**config.mk**
```make
export PLATFORM = sky130hd
export DESIGN_NAME = fib_seq_gen
export DESIGN_NICKNAME = d
export VERILOG_FILES = /design/src/rtl/fib_pkg.sv /design/src/rtl/fib_step_add.sv /design/src/rtl/fib_seq_gen.sv
export SDC_FILE = /design/constraint.sdc
export NUM_CORES = 1
export LEC_CHECK = 0
export ABC_AREA = 1
export CAP_MARGIN = 20
export CELL_PAD_IN_SITES_DETAIL_PLACEMENT = 1
export CELL_PAD_IN_SITES_GLOBAL_PLACEMENT = 2
export CORE_AREA = 10 10 195 197
export CTS_BUF_LIST = sky130_fd_sc_hd__clkbuf_4 sky130_fd_sc_hd__clkbuf_8
export CTS_CLUSTER_DIAMETER = 150
export CTS_CLUSTER_SIZE = 14
export DETAILED_ROUTE_END_ITERATION = 10
export DIE_AREA = 0 0 205 207
export DONT_BUFFER_PORTS = 1
export MAX_ROUTING_LAYER = met4
export PLACE_DENSITY = 0.84
export RECOVER_POWER = 25
export SYNTH_ARGS = -nofsm -noshare
export SYNTH_HDL_FRONTEND = slang
export SYNTH_SLANG_ARGS = --single-unit
```
**constraint.sdc**
```tcl
create_clock -name clk -period 8.05 [get_ports clk]
set_input_delay 1.2075 -clock clk [delete_from_list [all_inputs] [get_ports clk]]
set_output_delay 1.2075 -clock clk [all_outputs]
set_load 0.005 [all_outputs]
```
**src/rtl/fib_pkg.sv**
```systemverilog
// Shared types and seed values for the additive-recurrence sequence engine.
// The seeds are narrow constants that the top zero-extends to its WIDTH.
package fib_pkg;

  typedef enum logic [1:0] {
    FIB   = 2'd0,
    LUCAS = 2'd1,
    TRIB  = 2'd2,
    RSVD  = 2'd3
  } mode_e;

  typedef enum logic [1:0] {
    IDLE = 2'd0,
    RUN  = 2'd1,
    DONE = 2'd2
  } state_e;

  localparam logic [1:0] SEED_B = 2'd1;
  localparam logic [1:0] SEED_C = 2'd2;

  // Lucas is the only recurrence whose first term is 2; the reserved mode falls back to Fibonacci.
  function automatic logic [1:0] seed_a(mode_e m);
    return (m == LUCAS) ? 2'd2 : 2'd1;
  endfunction

endpackage

```
**src/rtl/fib_step_add.sv**
```systemverilog
// Combinational 2/3-operand term adder with sticky overflow propagation.
// Latency 0 (pure combinational); no handshake, so no backpressure.
// Overflow is any adder carry-out, ORed with the flags of the operands in use.
module fib_step_add #(
  parameter int WIDTH = 32
) (
  input  logic [WIDTH-1:0] x,
  input  logic [WIDTH-1:0] y,
  input  logic [WIDTH-1:0] z,
  input  logic             ox,
  input  logic             oy,
  input  logic             oz,
  input  logic             three_op,
  output logic [WIDTH-1:0] sum,
  output logic             ovf
);

  logic [WIDTH+1:0] full;
  logic [WIDTH+1:0] z_ext;

  always_comb begin
    z_ext = three_op ? {2'b00, z} : '0;
    full  = {2'b00, x} + {2'b00, y} + z_ext;
    sum   = full[WIDTH-1:0];
    ovf   = (|full[WIDTH+1:WIDTH]) | ox | oy | (three_op & oz);
  end

endmodule

```
**src/rtl/fib_seq_gen.sv**
```systemverilog
// Computes term n of Fibonacci/Lucas/Tribonacci over a four-phase req/fin handshake.
// Latency n+1 cycles after the accepting edge; FIB_SATURATE_EN enables early saturating exit on overflow.
// Dropping req mid-run aborts; fin holds until req drops, and no new request is taken until fin is low.
module fib_seq_gen
  import fib_pkg::*;
#(
  parameter int WIDTH = 32
) (
  input  logic             clk,
  input  logic             rst_n,
  input  logic             req,
  input  logic [WIDTH-1:0] n,
  input  logic [1:0]       mode,
  output logic             fin,
  output logic             busy,
  output logic [WIDTH-1:0] result,
  output logic             ovf,
  output logic             err
);

  state_e           state_q, state_d;
  mode_e            mode_q, mode_d;
  logic [WIDTH-1:0] cnt_q, cnt_d;
  logic [WIDTH-1:0] a_q, a_d, b_q, b_d, c_q, c_d;
  logic             oa_q, oa_d, ob_q, ob_d, oc_q, oc_d;
  logic [WIDTH-1:0] result_q, result_d;
  logic             ovf_q, ovf_d;
  logic             err_q, err_d;

  logic             trib;
  logic [WIDTH-1:0] sum;
  logic             sum_ovf;
  logic             sat_hit;

  assign trib = (mode_q == TRIB);

`ifdef FIB_SATURATE_EN
  // Only the current term's flag exits early; lookahead flags wait until they shift into a.
  assign sat_hit = oa_q;
`else
  assign sat_hit = 1'b0;
`endif

  fib_step_add #(.WIDTH(WIDTH)) u_add (
    .x        (a_q),
    .y        (b_q),
    .z        (c_q),
    .ox       (oa_q),
    .oy       (ob_q),
    .oz       (oc_q),
    .three_op (trib),
    .sum      (sum),
    .ovf      (sum_ovf)
  );

  always_ff @(posedge clk or negedge rst_n) begin
    if (!rst_n) begin
      state_q  <= IDLE;
      mode_q   <= FIB;
      cnt_q    <= '0;
      a_q      <= '0;
      b_q      <= '0;
      c_q      <= '0;
      oa_q     <= 1'b0;
      ob_q     <= 1'b0;
      oc_q     <= 1'b0;
      result_q <= '0;
      ovf_q    <= 1'b0;
      err_q    <= 1'b0;
    end else begin
      state_q  <= state_d;
      mode_q   <= mode_d;
      cnt_q    <= cnt_d;
      a_q      <= a_d;
      b_q      <= b_d;
      c_q      <= c_d;
      oa_q     <= oa_d;
      ob_q     <= ob_d;
      oc_q     <= oc_d;
      result_q <= result_d;
      ovf_q    <= ovf_d;
      err_q    <= err_d;
    end
  end

  always_comb begin
    state_d = state_q;
    case (state_q)
      IDLE:    if (req) state_d = RUN;
      RUN: begin
        if (!req) state_d = IDLE;
        else if (cnt_q == '0 || sat_hit) state_d = DONE;
      end
      DONE:    if (!req) state_d = IDLE;
      default: state_d = IDLE;
    endcase
  end

  always_comb begin
    mode_d   = mode_q;
    cnt_d    = cnt_q;
    a_d      = a_q;
    b_d      = b_q;
    c_d      = c_q;
    oa_d     = oa_q;
    ob_d     = ob_q;
    oc_d     = oc_q;
    result_d = result_q;
    ovf_d    = ovf_q;
    err_d    = err_q;
    case (state_q)
      IDLE: begin
        if (req) begin
          mode_d = mode_e'(mode);
          cnt_d  = n;
          a_d    = WIDTH'(seed_a(mode_e'(mode)));
          b_d    = WIDTH'(SEED_B);
          c_d    = WIDTH'(SEED_C);
          oa_d   = 1'b0;
          ob_d   = 1'b0;
          oc_d   = 1'b0;
          err_d  = (mode_e'(mode) == RSVD);
        end
      end
      RUN: begin
        if (req) begin
          if (cnt_q == '0 || sat_hit) begin
            result_d = sat_hit ? '1 : a_q;
            ovf_d    = oa_q;
          end else begin
            cnt_d = cnt_q - 1'b1;
            a_d   = b_q;
            oa_d  = ob_q;
            if (trib) begin
              b_d  = c_q;
              ob_d = oc_q;
              c_d  = sum;
              oc_d = sum_ovf;
            end else begin
              b_d  = sum;
              ob_d = sum_ovf;
            end
          end
        end
      end
      default: ;
    endcase
  end

  always_comb begin
    busy   = (state_q == RUN);
    fin    = (state_q == DONE);
    result = result_q;
    ovf    = ovf_q;
    err    = err_q;
  end

endmodule

```
; Yosys cells after proc, flatten, opt, wreduce, memory -nomap -nowiden
; Cells that the tools add are included.
[word_totals]
register_bits = 169
latch_bits = 0
ram_bits = 0
mem_bits_ro = 0
wordCells = 76
memories = 0
[op_classes]
add_sub_neg = 3
n_mul = 0
div = 0
magnitude_cmp = 0
eq_ne = 11
shifts = 0
muxes = 37
bitwise_logic = 4
n_reduce_logical = 9
[op_table]
columns = cell, n
row1 = 32-bit two-way mux, 15
row2 = 32-bit case mux with 2 select lines, 4
row3 = 34-bit adder, 1
row4 = 32-bit by 32-bit adder with 33-bit output, 1
row5 = 32-bit zero test, 1
row6 = 32-bit by 1-bit subtractor with 32-bit output (second input constant), 1
row7 = 2-bit two-way mux, 5
row8 = 1-bit two-way mux, 9
row9 = 2-bit != test (second input constant), 4
row10 = 2-bit == test (second input constant), 3
row11 = 1-bit case mux with 2 select lines, 3
row12 = 2-bit case mux with 3 select lines, 1
row13 = 3-bit AND reduction, 2
row14 = 5-bit AND reduction, 1
row15 = 2-bit by 1-bit == test with 1-bit output (second input constant), 2
row16 = 4-bit AND reduction, 1
row17 = 3-bit by 2-bit != test with 1-bit output (second input constant), 1
row18 = 1-bit bitwise OR, 3
row19 = 2-bit zero test, 1
row20 = 2-bit by 1-bit != test with 1-bit output (second input constant), 1
row21 = 2-bit AND reduction, 1
row22 = 2-bit nonzero test, 1
row23 = 2-bit OR reduction, 1
row24 = 1-bit bitwise AND, 1

; Longest topological paths before layout
; Gate-level depths: netlist of run 1.
[logic_depth]
ltp_word = 11
mapped_depth = 27

; By module
; From an unflattened synthesis of run 1, not the netlist that was laid out.
[unflattened]
cells_unflattened = 1682
area_unflattened_um2 = 11501.0
[modules_own_cells]
columns = mod, instances, cells_each, area_each_um2
row1 = fib_seq_gen, 1, 1136, 8363.0
row2 = fib_step_add, 1, 546, 3138.0

; Worst setup path before layout of run 1
; No wires, ideal clock.
[synth_timing]
path_type = register -> register
startpoint = register a_q[0]
endpoint = register c_q[31]
setup_time_ns = 0.083
arrival_time_ns = 3.321
required_time_ns = 7.967
slack_ns = 4.647
path_stages_with_launch = 21
path_buffers = 0
synth_period_minus_slack_ns = 3.403
path_cell_list = dfrtp_1 -> ha_1 -> fa_1 -> nand3_1 -> nand3_1 -> nand2_1 -> nand2_1 -> nand2_1 -> nand2_1 -> a21oi_1 -> o21bai_1 -> xor2_1 -> ha_1 -> a21oi_1 -> inv_1 -> nor2_1 -> o21ai_0 -> a21oi_1 -> nand3_1 -> and2_1 -> o21ai_0
[synth_via]
elab_chain_cells = 6
[synth_rtl]
columns = element, line_no
row1 = from (decl), fib_seq_gen.sv:24  ; logic [WIDTH-1:0] a_q, a_d, b_q, b_d, c_q, c_d;
row2 = from (signal assigned), fib_seq_gen.sv:61  ; a_q <= '0;
row3 = from (signal assigned), fib_seq_gen.sv:74  ; a_q <= a_d;
row4 = 32-bit by 32-bit adder with 33-bit output, fib_step_add.sv:23  ; full = {2'b00, x} + {2'b00, y} + z_ext;
row5 = 34-bit adder, fib_step_add.sv:23
row6 = 32-bit two-way mux, fib_seq_gen.sv:134  ; if (trib) begin
row7 = 32-bit two-way mux, fib_seq_gen.sv:127  ; if (cnt_q == '0 || sat_hit) begin
row8 = 32-bit two-way mux, fib_seq_gen.sv:126  ; if (req) begin
row9 = 32-bit case mux with 2 select lines, fib_seq_gen.sv:111  ; case (state_q)
row10 = to (signal assigned), fib_seq_gen.sv:63  ; c_q <= '0;
row11 = to (signal assigned), fib_seq_gen.sv:76  ; c_q <= c_d;
row12 = to (decl), fib_seq_gen.sv:24
; No other way between the ends. The select of a mux whose other input is x is not followed.
; A chain may end at the register's enable or synchronous reset.

; Worst setup path in the final report of run 1
[layout_timing]
startpoint = register b_q[2]
endpoint = register b_q[20]
[layout_via]
elab_chain_cells = 6
[layout_rtl]
columns = element, line_no
row1 = from (decl), fib_seq_gen.sv:24
row2 = from (signal assigned), fib_seq_gen.sv:62  ; b_q <= '0;
row3 = from (signal assigned), fib_seq_gen.sv:75  ; b_q <= b_d;
row4 = 32-bit by 32-bit adder with 33-bit output, fib_step_add.sv:23
row5 = 34-bit adder, fib_step_add.sv:23
row6 = 32-bit two-way mux, fib_seq_gen.sv:134
row7 = 32-bit two-way mux, fib_seq_gen.sv:127
row8 = 32-bit two-way mux, fib_seq_gen.sv:126
row9 = 32-bit case mux with 2 select lines, fib_seq_gen.sv:111
; No other way between the ends. The select of a mux whose other input is x is not followed.

==> results of run 1 <==
-- Yosys cell counts, types with 3 or more instances --
library cell / instances
dfrtp_1: 169
xor2_1: 23
ha_1: 65
nand4_1: 18
o21bai_1: 15
a21oi_1: 90
inv_2: 8
buf_6: 8
a21boi_0: 4
and2_1: 3
o221ai_1: 5
nor4_1: 5
or2_2: 6
buf_1: 9
o211ai_1: 9
inv_1: 201
a21o_1: 14
nand3b_1: 3
o21ai_1: 38
o22ai_1: 24
o21ai_0: 132
xnor2_1: 20
a31oi_1: 11
nor3_1: 14
nand3_1: 120
buf_2: 9
clkbuf_1: 25
nor2_1: 178
clkinv_1: 5
nand2_1: 421
-- sequential cells by signal (all words and copies together), names as in the netlist --
register  cells
oc_q          1
err           1
result       32
b_q          32
c_q          32
ob_q          1
ovf           1
cnt_q        32
state_q       2
mode_q        2
oa_q          1
a_q          32
-- final cells by class --
type	count	share of cell area
Clock buffer	18	0.01969
Clock inverter	14	0.01462
Inverter	214	0.06384
Multi-Input combinational cell	1242	0.5154
Sequential cell	169	0.3361
Tap cell	455	0.04524
Timing Repair Buffer	6	0.005171
-- kinds of logic after synthesis --
logic type	Yosys count
AOI/OAI and AO/OA	350
xor gates and xnor gates	43
adders and majority gates	67
buffers and inverters	265
DFF	169
and+or+nand+nor	782
-- stage by stage --
step	cell area, sq um	power, W
after floorplan	11770	0.002856
after global placement	12120	0.003389
after detailed placement	12120	0.003472
after CTS	12560	0.004188
after global routing	12580	0.004538
final	12580	0.004165
-- layer usage --
layer	up-vias	track usage	wire, um
met5	-	-	0
met4	0	0.05181	743
met3	34	0.02388	1374
met2	178	0.3017	18560
met1	5450	0.2717	20100
li1	5454	-	-
-- worst register-to-register path: stages, from the launching register on --
cell,delay (ns)
dfrtp_1,0.41
ha_1,0.34
a21oi_1,0.16
nand2_1,0.09
a21boi_0,0.48
o21ai_0,0.43
a21o_1,0.32
xor2_1,0.26
ha_1,0.34
a21oi_1,0.29
o21ai_0,0.27
a21oi_1,0.18
nand2_1,0.17
a21oi_1,0.40
inv_1,0.08
nand2_1,0.10
nand3_1,0.09
nand3_1,0.17
nand2_1,0.09
-- path summary, 6_finish.rpt --
check,startpoint,cells past startpoint,to
min,rst_n,0,cnt_q[13]$_DFFE_PN0P_
max in group asynchronous,rst_n,0,result[24]$_DFFE_PN0P_
min in group clk,result[16]$_DFFE_PN0P_,2,result[16]$_DFFE_PN0P_
max,b_q[2]$_DFFE_PN0P_,18,b_q[20]$_DFFE_PN0P_
min reg2reg,result[16]$_DFFE_PN0P_,2,result[16]$_DFFE_PN0P_
max reg2reg,b_q[2]$_DFFE_PN0P_,18,b_q[20]$_DFFE_PN0P_
-- cells in the final DEF, fill, tap and decap left out, types with 15 or more instances in the layout --
| cell type | Yosys | final |
|---|---|---|
| o22ai_1 | 24 | 24 |
| ha_1 | 65 | 65 |
| clkbuf_8 | 0 | 18 |
| nand2_1 | 421 | 420 |
| xor2_1 | 23 | 23 |
| a21oi_1 | 90 | 90 |
| o21ai_0 | 132 | 132 |
| nand3_1 | 120 | 120 |
| o21bai_1 | 15 | 15 |
| xnor2_1 | 20 | 20 |
| inv_1 | 201 | 201 |
| o21ai_1 | 38 | 38 |
| dfrtp_1 | 169 | 169 |
| nor2_1 | 178 | 177 |
| nand4_1 | 18 | 18 |
-- power breakdown --
part / internal [W] / switching [W] / total (W)
Combinational: 0.000629 / 0.00145 / 0.00208
Clock: 0.000324 / 0.000372 / 0.000697
Sequential: 0.00115 / 0.000244 / 0.00139
==> out/qor.csv, run 1 <==
metric,value,unit
final_cells,2118,
ant_nets,0,
clk_transition_reported_paths,0.10,ns
peakVddDrop,0.1729,mV
synthTopCellsByArea,"dfrtp_1 (36%), nand2_1 (13%), ha_1 (6.9%)",
worstPathArrival,5.17,ns
powerDensity,331.0,nW/um^2
grt_max_degree,170,
rsz0062_at_grt,no,
chipWidth,205,um
hold_path_class,input port to asynchronous set/reset pin,
ys_warn_count,0,
required,8.43,ns
critPathKind,flip-flop to flip-flop,
synth_area,11770,sq um
crit_family,compound AO/OA/AOI/OAI gates,
first_pass_iters,5,
clock_sinks,169,
synth_simple_gate_area_share,0.2791,
fin_setup_tns,0,ns
async_flop_share,1.000,
drt_wl_total,40780,um
fill_cells,4349,
synthAdderAreaFrac,0.07253,
antenna_found_initial,0,
cp_num_buf_inv,1,
cts_max_path_buffers,2,
clk_latency,0.50,ns
post_cts_buffers,0,
leakage,6.232,nW
cts_buffers,17,
syn2layout_area_growth,6.955,%
place.gp.congestion,0.9053,
multi_input_area,6485,sq um
synth_cells,1676,
ys_seq_area_frac,0.3595,
synth_edf_count,0,
die_area,42440,sq um
grt_usage,0.1979,
clock-skew-final,0.01895,ns
synth_ff_type,dfrtp_1,
hold_buffers,0,
synth.top_cell.area_share,0.3595,
cp_slowest_cell,a21boi_0,
core_area,34120,sq um
vias,11120,
slew_headroom,0.3139,
seq_area,4229,sq um
synth_xor_area_frac,0.03201,
tritoncts,yes,
setup_slack,3.264,ns
r2r_setup_slack,3.26,ns
status,completed,
setup_viol,0,
placement.io_buffers,0,
crit_chain,ha_1 > a21oi_1 > nand2_1 > a21boi_0 > o21ai_0 > a21o_1 > xor2_1 > ha_1 > a21oi_1 > o21ai_0 > a21oi_1 > nand2_1 > a21oi_1 > inv_1 > nand2_1 > nand3_1 > nand3_1 > nand2_1,
grt_pass1_wl,65290,um
utilization,0.3688,
post_cts_resized,0,
drt_iter0_markers,668,
post_drt_wl_per_cell,19.25,um
max_stage_delay,0.48,ns
synth_mux_area_frac,0,
ioPinCount,73,
synth_cell_types,50,
syn-num-nets,1780,
synth_top_family_by_area,simple AND/OR/NAND/NOR gates,
period_needed,4.786,ns
grt_pass1_vias,11430,
cp_max_fo,4,
overflow,0,
post-route-period-util,0.5946,
finalHoldViolCount,0,
syn_avg_cell_area,7.020,sq um
worstMarginPinSlew,1.023,ns
layout-drive-gt1-share,0.03969,
fmax,208.9,MHz
endpoint_kind,flip-flop,
placedCellCount,2085,
critPathLaunchType,flip-flop,
start_util,0.3448,
antenna_cells,0,
whs,0.4001,ns
synth_seq_cells,169,
hpwl,30950,um
maxCapViolations,0,
dp_slack,3.332,ns
route.detailed.drc,0,
slew_viol_final,0,
routed_via_density,5.248,
rows,68,
die_h,207,um
cts_root_buf,clkbuf_8,
cts_htree_levels,4,
synth_top_area_cell,dfrtp_1,
synth_compound_area_frac,0.1663,
nets,1754,
No activity file was read; power rests on OpenSTA's default activity.
==> run 2: changes to the inputs <==
==> constraint.sdc (replaced) <==
create_clock -name clk -period 4.5 [get_ports clk]
set_input_delay 0.675 -clock clk [delete_from_list [all_inputs] [get_ports clk]]
set_output_delay 0.675 -clock clk [all_outputs]
set_load 0.005 [all_outputs]
==> run 2 against run 1 <==
The flow now finishes with violations (hold timing). Final cell count up 0.57%. Non-clock buffer count grew 12. Clock skew fell by 0.00070 ns. Utilization grew 0.20 points. Register-to-register slack worse by 3.0 ns. Critical path depth is 2 higher. Global-route usage shrank 0.15 points. Via count hardly changed. First-iteration DRC count is 3.7% higher. Combinational power grew 81%. Worst hold slack worse by 0.53 ns. Critical path type unchanged. Highest routed layer unchanged.
==> out/qor.csv, run 2 (synthesis gave the netlist of run 1 again) <==
metric,value,unit
status,finished with violations,
violations,hold timing,
vias,11120,
cts_htree_levels,4,
cts_root_buf,clkbuf_8,
grt_max_degree,170,
required,4.88,ns
mostFrequentLayoutCell,nand2_1,
nets,1766,
tritoncts,yes,
leakage,6.251,nW
setup_viol,0,
routed_via_density,5.220,
mostFrequentLayoutCells,"nand2_1 (418), inv_1 (201), nor2_1 (176), dfrtp_1 (169), o21ai_0 (129)",
peakVddDrop,0.2353,mV
ant_nets,0,
ioPinCount,73,
overflow,0,
dp_slack,0.1631,ns
slew_headroom,0.5201,
finalHoldViolCount,169,
worstMarginPinSlew,0.7199,ns
layout-drive-gt1-share,0.05015,
fmax,233.8,MHz
crit_family,simple AND/OR/NAND/NOR gates,
drt_iter0_markers,693,
placement.io_buffers,0,
cp_max_fo,4,
period_needed,4.277,ns
crit_chain,ha_1 > fa_1 > nand3_1 > nand3_1 > nand2_1 > nand2_1 > nand2_1 > nand2_1 > xor2_1 > ha_1 > a21oi_1 > o21ai_0 > a21oi_1 > nand2_1 > a21oi_1 > nor2_1 > nor2_1 > nand2_1 > nand2_1 > nand2_1,
hpwl,31070,um
reg2reg_to,oc_q$_DFFE_PN0P_,
start_util,0.3448,
syn2layout_area_growth,7.530,%
maxCapViolations,0,
hold_path_class,input port to asynchronous set/reset pin,
cpMostUsedCell,nand2_1,
route.detailed.drc,0,
clk_latency,0.50,ns
die_h,207,um
worstRegToRegCells,20,
clock_sinks,169,
antenna_cells,0,
critPathKind,flip-flop to flip-flop,
drt_wl_total,40250,um
clock-skew-final,0.01826,ns
powerDensity,584.0,nW/um^2
post-route-period-util,0.9504,
worstPathArrival,4.66,ns
whs,-0.1330,ns
critPathLaunchType,flip-flop,
reg2reg_from,a_q[0]$_DFFE_PN0P_,
cp_slowest_cell,dfrtp_1,
fill_cells,4330,
die_area,42440,sq um
cp_num_buf_inv,0,
core_area,34120,sq um
cts_buffers,17,
max_stage_delay,0.41,ns
cts_max_path_buffers,2,
antenna_found_initial,0,
r2r_setup_slack,0.22,ns
grt_pass1_vias,11580,
grt_usage,0.1963,
endpoint_kind,flip-flop,
post_drt_wl_per_cell,18.90,um
slew_viol_final,0,
utilization,0.3708,
chipWidth,205,um
rows,68,
first_pass_iters,5,
clk_transition_reported_paths,0.10,ns
grt_pass1_wl,64990,um
setup_slack,0.2230,ns
place.gp.congestion,0.9306,
post_cts_buffers,0,
run 2: cell count changes in the layout (fill, tap and decap cells not counted), moves of 2 or more:
cell        delta
inv_6          -4
o21ai_1        +3
clkinvlp_4     +5
o21ai_0        -3
nand2_1        -2
nand2_2        +2
buf_4         +13
run 2: worst max path at each step:
stage	from	endpoint	slack (ns)	cells past startpoint
finish	a_q[0]$_DFFE_PN0P_	oc_q$_DFFE_PN0P_	0.22	20
global route	b_q[0]$_DFFE_PN0P_	oc_q$_DFFE_PN0P_	-0.0003	21
CTS	a_q[0]$_DFFE_PN0P_	b_q[16]$_DFFE_PN0P_	0.15	22
detailed placement	a_q[0]$_DFFE_PN0P_	b_q[30]$_DFFE_PN0P_	0.16	22
global placement	a_q[0]$_DFFE_PN0P_	b_q[30]$_DFFE_PN0P_	0.24	22
floorplan	a_q[0]$_DFFE_PN0P_	c_q[31]$_DFFE_PN0P_	1.10	20
run 2: worst register-to-register path, delay by kind of cell (launching register included):
kind / cells / cell delay [ns]
and+or+nand+nor: 12 / 1.35
DFF: 1 / 0.41
AOI/OAI and AO/OA: 4 / 1.03
adders and majority gates: 3 / 1.01
xor gates and xnor gates: 1 / 0.37
run 2: cell type report:
class                      instances  area [sq um]  share of cell area
multi-input combinational       1242          6523              0.5156
sequential                       169          4229              0.3343
inverter                         214         803.3             0.06350
tap                              455         569.3             0.04500
clock buffer                      18         241.5             0.01909
clock inverter                    14         150.1             0.01187
timing repair buffer              18         135.1             0.01068
run 2: timing repair:
item	in CTS	in global routing
hold endpoints to repair	169	169
setup endpoints to repair	0	30
resized for setup	0	12
run 2: stage by stage:
stage	TNS (ns)	total power, W	instance area (sq um)	hold slack, ns	cells
after floorplan	0	0.005109	11770	0.3794	1676
after detailed placement	0	0.006242	12220	0.3880	2098
after global placement	0	0.006124	12220	0.3856	2098
after global routing	-0.0003135	0.008055	12650	-0.1625	2130
after CTS	0	0.007416	12610	-0.1621	2130
final	0	0.007388	12650	-0.1330	2130
run 2: report_power, final:
part	total (W)	internal, W	switching (W)
clock	0.00115	0.000502	0.000646
combinational	0.00376	0.00116	0.00260
sequential	0.00248	0.00205	0.000428
run 2: metal layers:
layer | GRT usage | part of all wire
met1 | 0.2622 | 0.49
met2 | 0.3101 | 0.46
met3 | 0.02731 | 0.037
met4 | 0.04119 | 0.013
met5 | - | 0
==> run 3: changes to the inputs <==
--- a/config.mk
+++ b/config.mk
@@ -10,15 +10,16 @@
 export CELL_PAD_IN_SITES_DETAIL_PLACEMENT = 1
 export CELL_PAD_IN_SITES_GLOBAL_PLACEMENT = 2
 export CORE_AREA = 10 10 195 197
-export CTS_BUF_LIST = sky130_fd_sc_hd__clkbuf_4 sky130_fd_sc_hd__clkbuf_8
 export CTS_CLUSTER_DIAMETER = 150
 export CTS_CLUSTER_SIZE = 14
 export DETAILED_ROUTE_END_ITERATION = 10
 export DIE_AREA = 0 0 205 207
 export DONT_BUFFER_PORTS = 1
+export HOLD_SLACK_MARGIN = 0.12
 export MAX_ROUTING_LAYER = met4
 export PLACE_DENSITY = 0.84
 export RECOVER_POWER = 25
 export SYNTH_ARGS = -nofsm -noshare
 export SYNTH_HDL_FRONTEND = slang
 export SYNTH_SLANG_ARGS = --single-unit
+export TNS_END_PERCENT = 30
==> run 3 against run 2 <==
Routed wire length is 0.67% higher. Total power is 5.1% higher. Largest cell class unchanged. Worst setup slack better by 0.038 ns. First-iteration DRC count is 6.3% lower. The flow still finishes with violations (hold timing). Worst hold slack better by 0.052 ns. Die area stayed put.
==> out/qor.csv, run 3 (synthesis gave the netlist of run 1 again) <==
metric,value,unit
status,finished with violations,
violations,hold timing,
clock-skew-final,0.01362,ns
antenna_cells,0,
placedCellCount,2098,
drt_iter0_markers,649,
clk_transition_reported_paths,0.07,ns
grt_max_degree,170,
dp_slack,0.1631,ns
reg2reg_from,a_q[0]$_DFFE_PN0P_,
cts_htree_levels,4,
rows,68,
maxCapViolations,0,
whs,-0.08076,ns
place.gp.congestion,0.9306,
grt_pass1_wl,65370,um
die_h,207,um
mostFrequentLayoutCells,"nand2_1 (418), inv_1 (201), nor2_1 (176), dfrtp_1 (169), o21ai_0 (129)",
start_util,0.3448,
cts_root_buf,clkbuf_16,
tritoncts,yes,
hpwl,31070,um
finalHoldViolCount,169,
period_needed,4.239,ns
die_area,42440,sq um
setup_viol,0,
powerDensity,604.9,nW/um^2
leakage,6.335,nW
layout-drive-gt1-share,0.04955,
critPathLaunchType,flip-flop,
placement.io_buffers,0,
antenna_found_initial,0,
post-route-period-util,0.9420,
clk_latency,0.45,ns
critPathKind,flip-flop to flip-flop,
hold_path_class,input port to asynchronous set/reset pin,
critPathLaunch,a_q[0]$_DFFE_PN0P_,
route.detailed.drc,0,
worstMarginPinSlew,0.7191,ns
routed_via_density,5.196,
vias,11070,
ioPinCount,73,
core_area,34120,sq um
cp_max_fo,4,
chipWidth,205,um
mostFrequentLayoutCell,nand2_1,
slew_viol_final,0,
r2r_setup_slack,0.26,ns
syn2layout_area_growth,9.125,%
worstPathArrival,4.57,ns
grt_usage,0.1978,
ant_nets,0,
fill_cells,4313,
peakVddDrop,0.2776,mV
nets,1766,
power,0.007766,W
slew_headroom,0.5206,
setup_slack,0.2608,ns
final_cells,2130,
rsz0062_at_grt,no,
cts_buffers,17,
fmax,235.9,MHz
post_drt_wl_per_cell,19.03,um
clock_sinks,169,
utilization,0.3763,
endpoint_kind,flip-flop,
first_pass_iters,5,
worstRegToRegCells,20,
required,4.83,ns
fin_setup_tns,0,ns
overflow,0,
cts_max_path_buffers,2,
grt_pass1_vias,11620,
drt_wl_total,40520,um
## run 3: cell counts in the layout (fill, tap and decap cells not counted)
No cell type changed its count.
## run 3: final timing paths
check,endpoint
setup / recovery,oc_q$_DFFE_PN0P_
hold / removal,cnt_q[11]$_DFFE_PN0P_
setup reg to reg,oc_q$_DFFE_PN0P_
hold reg to reg,oc_q$_DFFE_PN0P_
max in group asynchronous,result[30]$_DFFE_PN0P_
min in group clk,state_q[1]$_DFFE_PN0P_
## run 3: area by class of cell
type                            count  area [sq um]  area share
Clock buffer                       18         429.2     0.03343
Clock inverter                     14         150.1     0.01169
Inverter                          214         803.3     0.06257
Multi-Input combinational cell   1242          6523      0.5080
Sequential cell                   169          4229      0.3294
Tap cell                          455         569.3     0.04434
Timing Repair Buffer               18         135.1     0.01053
## run 3: where the power goes
group | internal [W] | switching (W)
sequential | 0.00206 | 0.000431
combinational | 0.00116 | 0.00261
clock | 0.000821 | 0.000689
## run 3: timing repair
| item | in CTS | in global routing |
|---|---|---|
| gates resized for setup | 0 | 12 |
| setup buffers | 0 | 0 |
| hold endpoints to repair | 169 | 169 |
| endpoints found under the setup margin | 0 | 30 |
## run 3: through the flow
step	instance area (sq um)	hold WS, ns
after floorplan	11770	0.3794
after global placement	12220	0.3856
after detailed placement	12220	0.3880
after CTS	12800	-0.09108
after global routing	12840	-0.1011
final	12840	-0.08076
## run 3: metal layers
metal / GRT usage / vias to the layer above / share of wire
li1: - / 5479 / -
met1: 0.2629 / 5400 / 0.49
met2: 0.3104 / 153 / 0.46
met3: 0.02778 / 35 / 0.036
met4: 0.04928 / 0 / 0.017
met5: - / - / 0
## run 3: critical path, stage by stage, from the launching register on
cell and delay, ns:
dfrtp_1 0.40, ha_1 0.25, fa_1 0.41, nand3_1 0.09, nand3_1 0.13, nand2_1 0.10, nand2_1 0.14, nand2_1 0.11
nand2_1 0.15, xor2_1 0.37, ha_1 0.35, a21oi_1 0.22, o21ai_0 0.16, a21oi_1 0.36, nand2_1 0.23, a21oi_1 0.27
nor2_1 0.09, nor2_1 0.10, nand2_1 0.09, nand2_1 0.06, nand2_1 0.05
